## config.mk

```make
export PLATFORM = sky130hd
export DESIGN_NAME = square_wave_analyzer
export DESIGN_NICKNAME = d
export VERILOG_FILES = /design/src/rtl/square_wave_analyzer.sv
export SDC_FILE = /design/constraint.sdc
export NUM_CORES = 1
export LEC_CHECK = 0
export ABC_AREA = 1
export BUFFER_PORTS_ARGS = -buffer_cell sky130_fd_sc_hd__buf_2
export CELL_PAD_IN_SITES_DETAIL_PLACEMENT = 1
export CELL_PAD_IN_SITES_GLOBAL_PLACEMENT = 2
export CORE_MARGIN = 4
export CORE_UTILIZATION = 25
export DETAILED_ROUTE_END_ITERATION = 12
export PLACE_DENSITY_LB_ADDON = 0.1
export SLEW_MARGIN = 25
export SYNTH_ARGS = -nofsm -noshare
export SYNTH_HDL_FRONTEND = slang
export SYNTH_SLANG_ARGS = --single-unit
```

## constraint.sdc

```tcl
create_clock -name clk -period 2.75 [get_ports clk]
set_input_delay 0.4125 -clock clk [delete_from_list [all_inputs] [get_ports clk]]
set_output_delay 0.4125 -clock clk [all_outputs]
set_load 0.01 [all_outputs]
```

## src/rtl/square_wave_analyzer.sv

```systemverilog
// Square-wave decoder. Watches a signed sample stream and recovers the period,
// duty cycle and volume of each completed wave cycle, one measurement per
// rising edge once locked.
module square_wave_analyzer #(
  parameter int unsigned WIDTH = 16
) (
  input  logic             clk,
  input  logic             rst,
  input  logic [WIDTH-1:0] sample,
  input  logic             sample_valid,
  output logic [WIDTH-1:0] period,
  output logic [WIDTH-1:0] duty_cycle,
  output logic [WIDTH-1:0] volume,
  output logic             meas_valid,
  output logic             stable,
  output logic             overflow
);

  typedef enum logic [1:0] {
    S_SYNC,
    S_HIGH,
    S_LOW
  } state_t;

  state_t           state, state_n;
  logic [WIDTH-1:0] cnt, cnt_n;
  logic [WIDTH-1:0] duty_acc, duty_acc_n;
  logic [WIDTH-1:0] vol_lat, vol_lat_n;
  logic [WIDTH-1:0] period_n, duty_cycle_n, volume_n;
  logic             meas_valid_n, stable_n, overflow_n;
  // Level starts as HIGH so a HIGH run already in progress at reset is not
  // mistaken for a rising edge; an actual LOW must be seen first.
  logic             lvl_high, lvl_high_n;
  logic             have_prev, have_prev_n;

  logic is_hi, is_lo, rise, fall, cnt_max;

  assign is_hi   = ~sample[WIDTH-1] && (sample != '0);
  assign is_lo   = sample[WIDTH-1];
  assign rise    = is_hi && !lvl_high;
  assign fall    = is_lo && lvl_high;
  assign cnt_max = (cnt == '1);

  // Next-state, counter and measurement logic for one valid sample.
  always_comb begin
    state_n      = state;
    cnt_n        = cnt;
    duty_acc_n   = duty_acc;
    vol_lat_n    = vol_lat;
    lvl_high_n   = lvl_high;
    have_prev_n  = have_prev;
    period_n     = period;
    duty_cycle_n = duty_cycle;
    volume_n     = volume;
    stable_n     = stable;
    meas_valid_n = 1'b0;
    overflow_n   = 1'b0;

    if (sample_valid) begin
      if (is_hi) begin
        lvl_high_n = 1'b1;
      end else if (is_lo) begin
        lvl_high_n = 1'b0;
      end

      unique case (state)
        S_SYNC: begin
          if (rise) begin
            cnt_n     = WIDTH'(1);
            vol_lat_n = sample;
            state_n   = S_HIGH;
          end
        end

        S_HIGH: begin
          // Every valid sample in the HIGH phase needs an increment.
          if (cnt_max) begin
            overflow_n  = 1'b1;
            stable_n    = 1'b0;
            have_prev_n = 1'b0;
            cnt_n       = '0;
            state_n     = S_SYNC;
          end else if (fall) begin
            duty_acc_n = cnt;
            cnt_n      = cnt + WIDTH'(1);
            state_n    = S_LOW;
          end else begin
            cnt_n = cnt + WIDTH'(1);
            if (is_hi) begin
              vol_lat_n = sample;
            end
          end
        end

        S_LOW: begin
          // A rising edge wins over saturation: cnt is reported as-is.
          if (rise) begin
            period_n     = cnt;
            duty_cycle_n = duty_acc;
            volume_n     = vol_lat;
            meas_valid_n = 1'b1;
            stable_n     = have_prev && (cnt == period) &&
                           (duty_acc == duty_cycle) && (vol_lat == volume);
            have_prev_n  = 1'b1;
            cnt_n        = WIDTH'(1);
            vol_lat_n    = sample;
            state_n      = S_HIGH;
          end else if (cnt_max) begin
            overflow_n  = 1'b1;
            stable_n    = 1'b0;
            have_prev_n = 1'b0;
            cnt_n       = '0;
            state_n     = S_SYNC;
          end else begin
            cnt_n = cnt + WIDTH'(1);
          end
        end

        default: state_n = S_SYNC;
      endcase
    end
  end

  // State, counters and registered outputs; reset discards any partial cycle.
  always_ff @(posedge clk) begin
    if (rst) begin
      state      <= S_SYNC;
      cnt        <= '0;
      duty_acc   <= '0;
      vol_lat    <= '0;
      lvl_high   <= 1'b1;
      have_prev  <= 1'b0;
      period     <= '0;
      duty_cycle <= '0;
      volume     <= '0;
      meas_valid <= 1'b0;
      stable     <= 1'b0;
      overflow   <= 1'b0;
    end else begin
      state      <= state_n;
      cnt        <= cnt_n;
      duty_acc   <= duty_acc_n;
      vol_lat    <= vol_lat_n;
      lvl_high   <= lvl_high_n;
      have_prev  <= have_prev_n;
      period     <= period_n;
      duty_cycle <= duty_cycle_n;
      volume     <= volume_n;
      meas_valid <= meas_valid_n;
      stable     <= stable_n;
      overflow   <= overflow_n;
    end
  end

endmodule

```

==> reports/results.ini <==
[drt]
dr.pass1.iters = 5
ant_nets = 0
vias = 5101
vias_per_cell = 4.455
drt_wl_total_um = 18740
wl_per_cell_um = 16.37
first_iter_violations = 176
drc = 0

[job]
cap_violations = 0

[sta]
slew_viol_final = 0
setup_viol = 0
timing.fmax_mhz = 465.0
max-slew-margin-rel_pct = 65.74
finalCritPeriodShare_pct = 78.21
hold_viol = 0
fin_worst_skew_ns = 0.01276
finalSetupTns_ns = 0
fin_crit_ns = 2.151
worstMarginPinSlew_ns = 0.5119
rsz0062_at_grt = no

[layout]
final_nets = 894
area_growth_pct = 18.75
stdcell_count = 1145
drive_gt1_share_pct = 14.29
num_antenna_cells = 0

[clock_network]
clock_latency_ns = 0.36
cts_resized = 0
cts_tree = done
clk_path_buf_depth = 2
cts_buffers = 9
cts_hold_buf = 0
cts_root_buffer = clkbuf_16
cts_sinks = 103
htreeDepth = 3
post-cts-setup-buffer-count = 0
clkTransAtPathRegs_ns = 0.07

[global_routing]
antenna_found_initial = 0
grt_pass1_vias = 5352
grt_pass1_wl_um = 30060
track_usage_pct = 16.29
overflow = 0
grt_max_degree = 63

[die]
die_h_um = 152.0
die-area_um2 = 23110
rows = 52
ioPinCount = 70
die_w_um = 152.0
coreArea_um2 = 20300
start_util_pct = 25.54

[worst_setup_path]
ff2ff_path_depth = 11
critPathTopFamily = simple AND/OR/NAND/NOR gates
required_ns = 2.99
r2r-end = cnt[1]
crit_chain = nand2_1 > nor3_2 > nand2_4 > nand2_1 > inv_1 > nand2_1 > nand2_1 > nand2_1 > nand2_1 > nand2_1 > nor2_1
critPathBufInv = 1
critPathSlowestCell = dfxtp_1
max_stage_delay_ns = 0.55
endpoint_kind = flip-flop
cpMostUsedCell = nand2_1
regToRegStartpoint = cnt[11]
criticalPathCategory = flip-flop to flip-flop
worstPathArrival_ns = 2.39
critPathMaxFanout = 8
start_kind = flip-flop
rrSetupSlack_ns = 0.60

[yosys]
synth_xor_xnor_area_share_pct = 1.520
syn_nets = 830
syn-mean-instance-area_um2 = 6.433
syn_inst = 806
ys_ff_latch = 103
synthTopCellsByArea = dfxtp_1 (40%), nand2_1 (15%), inv_1 (8.7%)
synth_top_area_cell = dfxtp_1
synth_compound_area_share_pct = 14.67
muxShareOfSynthArea_pct = 0
synth_area_um2 = 5185
synth_top_area_share_pct = 39.77
ys_types = 32
synthAdderAreaFrac_pct = 1.207
synth-simple-area-share_pct = 30.98
synth_top_family_by_area = simple AND/OR/NAND/NOR gates
ys_warn_count = 0
yosysSeqAreaShare_pct = 39.77

[power]
power_leakage_nw = 2.761
power_density_nw_per_um2 = 554.3
peakVddDrop_v = 0.0003053
design_power_total_mw = 3.413

[placement]
portBuffers = 69
dpl.hpwl_um = 14470
dp.cells = 1129
gp_congestion = 0.8143

[hold_path]
min_path_cells = 2
min_path_type = input port to flip-flop
min_to = cnt[14]
hp-start = rst

[run_status]
status = finished, final reports clean

## metal layers
layer / vias to the layer above / share of wire [%] / GRT usage (%)
met5: - / 0 / 0
met4: 0 / 1.3 / 4.024
met3: 13 / 2.7 / 2.588
met2: 59 / 48 / 27.16
met1: 2400 / 48 / 22.13
li1: 2629 / - / -
## state kept, by name, indices dropped and copies added (netlist names)
signal,flops
cnt,16
duty_acc,16
duty_cycle,16
period,16
vol_lat,16
volume,16
state,2
have_prev,1
lvl_high,1
meas_valid,1
overflow,1
stable,1
## worst register-to-register path, delay by kind of cell (launching register included)
| kind | cells | cell delay, ns |
|---|---|---|
| flops | 1 | 0.55 |
| buf+inv | 1 | 0.04 |
| simple gates | 10 | 1.45 |
## cells by family (layout without fill, tap and decap cells)
logic type / Yosys count / after routing
AOI/OAI and AO/OA: 150 / 150
xor gates and xnor gates: 9 / 9
adders and majority gates: 5 / 5
buffers and inverters: 154 / 223
DFF: 103 / 103
and+or+nand+nor: 385 / 385
## power by group
part           switching (mW)  leakage [nW]  internal, mW
Sequential             0.0557         0.832          1.55
Clock                   0.637         0.132         0.623
Combinational           0.362          1.80         0.187
Total                    1.05          2.76          2.36
## stage by stage
step / util, % / hold slack [ns] / cell area (um^2) / worst slack (ns)
finish: 30.33 / 0.3842 / 6157 / 0.5994
global route: 30.33 / 0.3978 / 6157 / 0.3813
CTS: 30.33 / 0.3708 / 6157 / 0.5738
detailed placement: 28.95 / 0.4705 / 5877 / 0.4412
global placement: 28.95 / 0.4664 / 5877 / 0.4397
floorplan: - / 0.4392 / 5185 / 0.7778
## worst max-delay path by stage
| stage | from | end | slack [ns] | cells after the start |
|---|---|---|---|---|
| 2_1_floorplan | cnt[1] | vol_lat[10] | 0.78 | 15 |
| 6_report | cnt[11] | cnt[1] | 0.60 | 11 |
| 3_5_place_dp | sample[8] | cnt[5] | 0.44 | 14 |
| 4_1_cts | cnt[11] | cnt[1] | 0.57 | 11 |
| 3_3_place_gp | sample[8] | cnt[5] | 0.44 | 14 |
| 5_1_grt | cnt[11] | cnt[1] | 0.38 | 11 |
## synth_stat cells (all sizes together)
| cell type | number |
|---|---|
| nand4 | 2 |
| dfxtp | 103 |
| inv | 121 |
| and2 | 2 |
| nand3 | 48 |
| xnor2 | 6 |
| nand2 | 208 |
| nor3 | 9 |
| a21oi | 64 |
| nor2 | 116 |
| buf | 9 |
| clkinv | 1 |
| o21ai | 81 |
| ha | 5 |
| xor2 | 3 |
| o21bai | 1 |
| o211ai | 1 |
| clkbuf | 23 |
| a211oi | 1 |
| o22ai | 2 |
## cell type report
cell class	instances	area, um^2
clock inverters	7	55.05
inverters	122	457.9
well taps	270	337.8
fillers	2619	14140
repair buffers	85	503.0
clock buffers	9	225.2
flip-flops and latches	103	2062
multi-input cells	549	2516
## cells in the final DEF, fill, tap and decap left out, types with 2 or more instances in the layout
cell type,n
inv_2,2
nand3_1,46
o21ai_0,80
buf_4,13
and2_4,2
nor2_4,2
nand4_1,2
buf_2,69
nor3_2,2
ha_1,5
nor2_2,10
inv_1,119
xor2_1,3
a21oi_1,64
nor3_1,7
buf_12,3
clkinvlp_4,2
clkinv_4,2
dfxtp_1,103
inv_6,2
nand2_1,204
clkbuf_16,9
nor2_1,104
nand2_2,3
xnor2_1,6
o22ai_1,2
Note: power is estimated with default switching activity, not from simulation.
